===== src/rtl/riscv_pkg.sv =====
// Shared core package: issue-queue entry bundle and forwarding-bus indices.
// Imported by id_issue_queue; widths here set the stored entry layout.
package riscv_pkg;

    localparam int TAG_WIDTH    = 4;
    localparam int IQ_PAYLOAD_W = 64;

    localparam int IQ_FWD_EX  = 0;
    localparam int IQ_FWD_MEM = 1;
    localparam int IQ_FWD_WB  = 2;

    typedef struct packed {
        logic                          valid;
        logic                          exc;
        logic [IQ_PAYLOAD_W-1:0]       payload;
        logic [1:0]                    rs_ready;
        logic [1:0][TAG_WIDTH-1:0]     rs_tag;
        logic [1:0][31:0]              rs_data;
    } iq_entry_t;

endpackage


===== src/rtl/iq_wakeup.sv =====
// One waiting operand compared against every forwarding bus.
// Ports: tag in; fwd_en/fwd_tag/fwd_data buses in; hit and data out.
module iq_wakeup #(
    parameter int TAG_WIDTH = 4,
    parameter int NUM_FWD   = 3
) (
    input  logic [TAG_WIDTH-1:0]         tag,
    input  logic [NUM_FWD-1:0]           fwd_en,
    input  logic [NUM_FWD*TAG_WIDTH-1:0] fwd_tag,
    input  logic [NUM_FWD*32-1:0]        fwd_data,
    output logic                         hit,
    output logic [31:0]                  data
);

    // Scan from the highest bus down so the lowest index ends up winning.
    always_comb begin
        hit  = 1'b0;
        data = '0;
        for (int b = NUM_FWD - 1; b >= 0; b--) begin
            if (fwd_en[b] && fwd_tag[b*TAG_WIDTH +: TAG_WIDTH] == tag) begin
                hit  = 1'b1;
                data = fwd_data[b*32 +: 32];
            end
        end
    end

endmodule


===== src/rtl/id_issue_queue.sv =====
// In-order issue queue between decode and EX with tagged operand wakeup.
// Ports: clk, reset_n, flush; enq_* (decode side, valid/ready);
//   fwd_en/fwd_tag/fwd_data wakeup buses; iss_* (EX side, valid/ready);
//   count = occupancy. Macro IQ_ISSUE_BYPASS_EN adds an empty-queue
//   combinational enq->iss path.
module id_issue_queue
    import riscv_pkg::*;
#(
    parameter int DEPTH     = 4,
    parameter int PAYLOAD_W = IQ_PAYLOAD_W,
    parameter int TAG_WIDTH = riscv_pkg::TAG_WIDTH,
    parameter int NUM_FWD   = 3
) (
    input  logic                         clk,
    input  logic                         reset_n,
    input  logic                         flush,
    input  logic                         enq_valid,
    output logic                         enq_ready,
    input  logic [PAYLOAD_W-1:0]         enq_payload,
    input  logic                         enq_exc,
    input  logic [1:0]                   enq_rs_ready,
    input  logic [2*TAG_WIDTH-1:0]       enq_rs_tag,
    input  logic [63:0]                  enq_rs_data,
    input  logic [NUM_FWD-1:0]           fwd_en,
    input  logic [NUM_FWD*TAG_WIDTH-1:0] fwd_tag,
    input  logic [NUM_FWD*32-1:0]        fwd_data,
    output logic                         iss_valid,
    input  logic                         iss_ready,
    output logic [PAYLOAD_W-1:0]         iss_payload,
    output logic                         iss_exc,
    output logic [63:0]                  iss_rs_data,
    output logic [$clog2(DEPTH):0]       count
);

    localparam int PW = $clog2(DEPTH);
    localparam int CW = PW + 1;

    iq_entry_t           q [DEPTH];
    iq_entry_t           enq_ent;
    logic [PW-1:0]       rd_ptr;
    logic [PW-1:0]       wr_ptr;
    logic [1:0]          wk_hit  [DEPTH];
    logic [1:0][31:0]    wk_data [DEPTH];
    logic [1:0]          en_hit;
    logic [1:0][31:0]    en_data;
    logic                head_rdy;
    logic                byp;
    logic                byp_fire;
    logic                iss_fire;
    logic                enq_fire;

    for (genvar e = 0; e < DEPTH; e++) begin : g_ent
        for (genvar s = 0; s < 2; s++) begin : g_op
            iq_wakeup #(.TAG_WIDTH(TAG_WIDTH), .NUM_FWD(NUM_FWD)) u_wk (
                .tag      (q[e].rs_tag[s]),
                .fwd_en   (fwd_en),
                .fwd_tag  (fwd_tag),
                .fwd_data (fwd_data),
                .hit      (wk_hit[e][s]),
                .data     (wk_data[e][s])
            );
        end
    end

    // Enqueue slot: a producer finishing this cycle is captured on entry.
    for (genvar s = 0; s < 2; s++) begin : g_enq
        iq_wakeup #(.TAG_WIDTH(TAG_WIDTH), .NUM_FWD(NUM_FWD)) u_wk (
            .tag      (enq_rs_tag[s*TAG_WIDTH +: TAG_WIDTH]),
            .fwd_en   (fwd_en),
            .fwd_tag  (fwd_tag),
            .fwd_data (fwd_data),
            .hit      (en_hit[s]),
            .data     (en_data[s])
        );
    end

    always_comb begin
        enq_ent         = '0;
        enq_ent.valid   = 1'b1;
        enq_ent.exc     = enq_exc;
        enq_ent.payload = enq_payload;
        enq_ent.rs_tag  = enq_rs_tag;
        for (int s = 0; s < 2; s++) begin
            enq_ent.rs_ready[s] = enq_rs_ready[s] | en_hit[s];
            enq_ent.rs_data[s]  = enq_rs_ready[s] ? enq_rs_data[s*32 +: 32]
                                                  : en_data[s];
        end
    end

    assign head_rdy  = q[rd_ptr].valid & (q[rd_ptr].exc | (&q[rd_ptr].rs_ready));
    assign enq_ready = count < CW'(DEPTH);

`ifdef IQ_ISSUE_BYPASS_EN
    assign byp = (count == '0) & enq_valid & ~flush
               & (enq_exc | (&enq_ent.rs_ready));
`else
    assign byp = 1'b0;
`endif

    assign iss_valid   = ~flush & (head_rdy | byp);
    assign iss_payload = byp ? enq_payload : q[rd_ptr].payload;
    assign iss_exc     = byp ? enq_exc : q[rd_ptr].exc;
    assign iss_rs_data = byp ? enq_ent.rs_data : q[rd_ptr].rs_data;

    // A bypassed entry is consumed directly and never written.
    assign byp_fire = byp & iss_ready;
    assign iss_fire = ~flush & ~byp & head_rdy & iss_ready;
    assign enq_fire = enq_valid & enq_ready & ~flush & ~byp_fire;

    always_ff @(posedge clk or negedge reset_n) begin
        if (!reset_n) begin
            for (int e = 0; e < DEPTH; e++) q[e] <= '0;
            rd_ptr <= '0;
            wr_ptr <= '0;
            count  <= '0;
        end else if (flush) begin
            for (int e = 0; e < DEPTH; e++) q[e].valid <= 1'b0;
            rd_ptr <= '0;
            wr_ptr <= '0;
            count  <= '0;
        end else begin
            for (int e = 0; e < DEPTH; e++) begin
                for (int s = 0; s < 2; s++) begin
                    if (q[e].valid && !q[e].rs_ready[s] && wk_hit[e][s]) begin
                        q[e].rs_ready[s] <= 1'b1;
                        q[e].rs_data[s]  <= wk_data[e][s];
                    end
                end
            end
            if (iss_fire) begin
                q[rd_ptr].valid <= 1'b0;
                rd_ptr          <= rd_ptr + 1'b1;
            end
            if (enq_fire) begin
                q[wr_ptr] <= enq_ent;
                wr_ptr    <= wr_ptr + 1'b1;
            end
            count <= count + CW'(enq_fire) - CW'(iss_fire);
        end
    end

endmodule


===== config.mk =====
export PLATFORM = sky130hd
export DESIGN_NAME = id_issue_queue
export DESIGN_NICKNAME = d
export VERILOG_FILES = /design/src/rtl/riscv_pkg.sv /design/src/rtl/iq_wakeup.sv /design/src/rtl/id_issue_queue.sv
export SDC_FILE = /design/constraint.sdc
export NUM_CORES = 2
export LEC_CHECK = 0
export BUFFER_PORTS_ARGS = -buffer_cell sky130_fd_sc_hd__buf_2
export CORE_MARGIN = 10
export CORE_UTILIZATION = 40
export DETAILED_ROUTE_END_ITERATION = 10
export MAX_ROUTING_LAYER = met4
export PLACE_DENSITY = 0.6
export SYNTH_ARGS = -nofsm -noshare
export SYNTH_HDL_FRONTEND = slang
export SYNTH_SLANG_ARGS = --single-unit

===== constraint.sdc =====
create_clock -name clk -period 2.7 [get_ports clk]
set_input_delay 0.135 -clock clk [delete_from_list [all_inputs] [get_ports clk]]
set_output_delay 0.135 -clock clk [all_outputs]
set_load 0.05 [all_outputs]

==> flow_summary.toml <==
[min_path]
min_from = "enq_rs_data[53]"
min_to = "q[193]"
hold_depth = 4
hp-class = "in -> reg"

[placed_design]
hpwl_microns = 108000
port_buffers = 388
dpl_cell_area_sq_mm = 0.03878
gp_routability_congestion = 1.037
post-place-ws_ps = 156.7

[drt]
drt-initial-drc-count = 4638
vias = 35400
wl_per_cell_microns = 29.96
via_per_inst = 6.461
final_antenna_net_count = 0
remaining_drc_errors = 0
first_pass_iters = 8
wirelength_microns = 164100

[finish]
final_cell_mix = "nand2_1, dfrtp_1, buf_2"
drive_gt1_share_pct = 22.72
multi_input_area_sq_mm = 0.01880
nNetsFinal = 4514
synthToLayoutAreaGrowth_pct = 23.95
regArea_sq_mm = 0.01420
fin_area_sq_mm = 0.04273
mostFrequentLayoutCell = "nand2_1"
fillerInstances = 7968

[critical_path]
rrSetupSlack_ps = 150
crit_arrival_ps = 2570
crit_required_ps = 2570
start_kind = "flop"
crit_fanout = 37
critical_path_class = "reg -> out"
rr_endpoint = "count[2]"
rr_worst_depth = 10
r2r_start = "rd_ptr[0]"
end_kind = "output pin"

[synth]
synthXorXnorAreaFrac_pct = 2.972
synthMuxAreaShare_pct = 8.426
syn_inst = 3863
yosys_warnings = 0
synth-seq-area-share_pct = 41.15
synth_ff_type = "dfrtp_1"
synth_compound_area_share_pct = 23.60
synth_top_family_by_area = "compound AO/OA/AOI/OAI gates"
netlist_area_sq_mm = 0.03448
synth_edf_count = 0
syn-num-nets = 4129
synthAdderAreaFrac_pct = 0.4210
ys_async_sr_fraction_pct = 100.0
synth_seq_cells = 567
yosys.area_share.simple_pct = 18.31
ys_types = 74
syn_area_per_cell_sq_um = 8.925

[floorplanning]
initial_core_util_pct = 40.43
io_pins = 389
die_h_microns = 313.6
core_sq_mm = 0.08528
row_count = 107
die_x_microns = 313.6
die-area_sq_mm = 0.09834

[timing]
timing.slew.headroom_pct = 19.91
clock.fmax_ghz = 0.3691
rsz0062_at_grt = "true"
setup_ws_ps = -9.592
slew_violations = 0
final_hold_viol_count = 0
tns_ps = -12.51
setup_violations = 2
fin_crit_ps = 2710
worstMarginPinSlew_ps = 1201
finClkSkew_ps = 69.13
fin_crit_sh_pct = 100.4

[power]
ir_drop_mv = 1.051
internal_power_uw = 24600
clockPowerShare_pct = 22.9
p_total_uw = 43150
comb_power_share_pct = 43.6
sw_frac_of_total_pct = 43.00
pwr-share-seq_pct = 33.5
p_per_area_mw_per_mm2 = 1010
p_leak_uw = 0.01897
switchingPower_uw = 18550

[grt]
grt_usage_pct = 33.13
grt_first_pass_wirelength_microns = 239400
grt_overflow = 0
grt_max_degree = 104
grt_antenna_before_repair = 29
grt_pass1_vias = 35000

[clock_tree]
clock_latency_ps = 660
cts_buffer_depth = 3
clkSinkCount = 567
h-tree-depth = 3
post_cts_buffers = 0
tritoncts = "yes"
cts_made_buffers = 69
cts.clk_slew.worst_paths_ps = 60
clock-root-buffer = "clkbuf_16"

[status]
violations = "negative setup slack"
status = "complete, but fails checks"

[job]
maxCapViolCount = 0
metal layers:
metal / routed length (microns) / GRT usage, % / share of wire (%) / vias to the layer above
li1: - / - / - / 14910
met1: 60520 / 39.78 / 37 / 17380
met2: 70830 / 47.74 / 43 / 2529
met3: 21070 / 11.08 / 13 / 586
met4: 11690 / 20.27 / 7.1 / 0
met5: 0 / - / 0 / -
registers in the layout, indices dropped and copies added (netlist names):
name    flops
q         560
count       3
wr_ptr      2
rd_ptr      2
synthesized netlist by cell type (30+ instances only):
cell type,number,area (sq um)
a221o_1,102,1021
a2bb2oi_1,48,420.4
xor2_1,52,455.4
dfrtp_1,567,14190
a311oi_1,46,402.9
o221a_2,98,1104
o221ai_1,107,937.2
nand2_1,1072,4024
and2_1,30,187.7
mux4_2,129,2905
a211oi_1,53,397.9
buf_2,35,175.2
clkbuf_1,327,1227
nand3_1,81,405.4
inv_1,60,225.2
a21oi_1,120,600.6
nor2_1,274,1028
a221oi_1,35,306.5
buf_1,32,120.1
o21ai_0,120,600.6
o211ai_1,123,923.4
xnor2_1,65,569.3
stage by stage:
step / hold WS [ps] / util, % / cells
floorplan: -160.6 / - / 3863
detailed placement: 181.8 / 45.48 / 5192
finish: 16.62 / 50.11 / 5478
CTS: 0.3396 / 49.93 / 5448
global route: 25.89 / 50.10 / 5475
global placement: 194.5 / 45.48 / 5192
timing repair:
| item | in CTS | in global routing |
|---|---|---|
| hold buffers | 127 | 0 |
| gates resized for setup | 13 | 23 |
| setup endpoints to repair | 75 | 68 |
| gates cloned | 2 | 0 |
| hold endpoints to repair | 435 | 0 |
final cells by class:
cell class	instances	share of cell area [%]
clock buffer	101	4.603
multi-input combinational	2840	43.98
sequential	567	33.22
timing repair buffer	710	13.08
antenna	30	0.1757
tap	1144	3.349
clock inverter	26	1.063
inverter	60	0.5270
cells by family after synthesis:
| logic type | after synthesis |
|---|---|
| AOI/OAI and AO/OA | 1027 |
| xor gates and xnor gates | 117 |
| adders and majority gates | 11 |
| buffers and inverters | 456 |
| DFF | 567 |
| muxes | 129 |
| and+or+nand+nor | 1556 |
power by group through the flow:
stage / Sequential [uW] / Combinational [uW] / Clock [uW]
floorplan: 13700 / 13000 / 0
global placement: 14400 / 18100 / 0
detailed placement: 14400 / 18300 / 0
CTS: 14400 / 18600 / 9990
global route: 14800 / 19900 / 10400
finish: 14500 / 18800 / 9890
worst max-delay path, stage by stage (launching register included):
cell	delay, ps
dfrtp_4	600
buf_16	370
mux4_2	670
buf_2	260
worst max-delay path by stage:
stage / startpoint / to / slack (ps) / cells past startpoint
after floorplan: rd_ptr[0] / count[1] / -180 / 11
after global placement: rd_ptr[0] / count[2] / 170 / 11
after detailed placement: rd_ptr[0] / count[2] / 160 / 11
after CTS: rd_ptr[0] / iss_payload[1] / -10 / 3
after global routing: rd_ptr[0] / iss_payload[8] / -70 / 3
final: rd_ptr[0] / iss_rs_data[62] / -10 / 3
No activity file was read; power rests on OpenSTA's default activity.
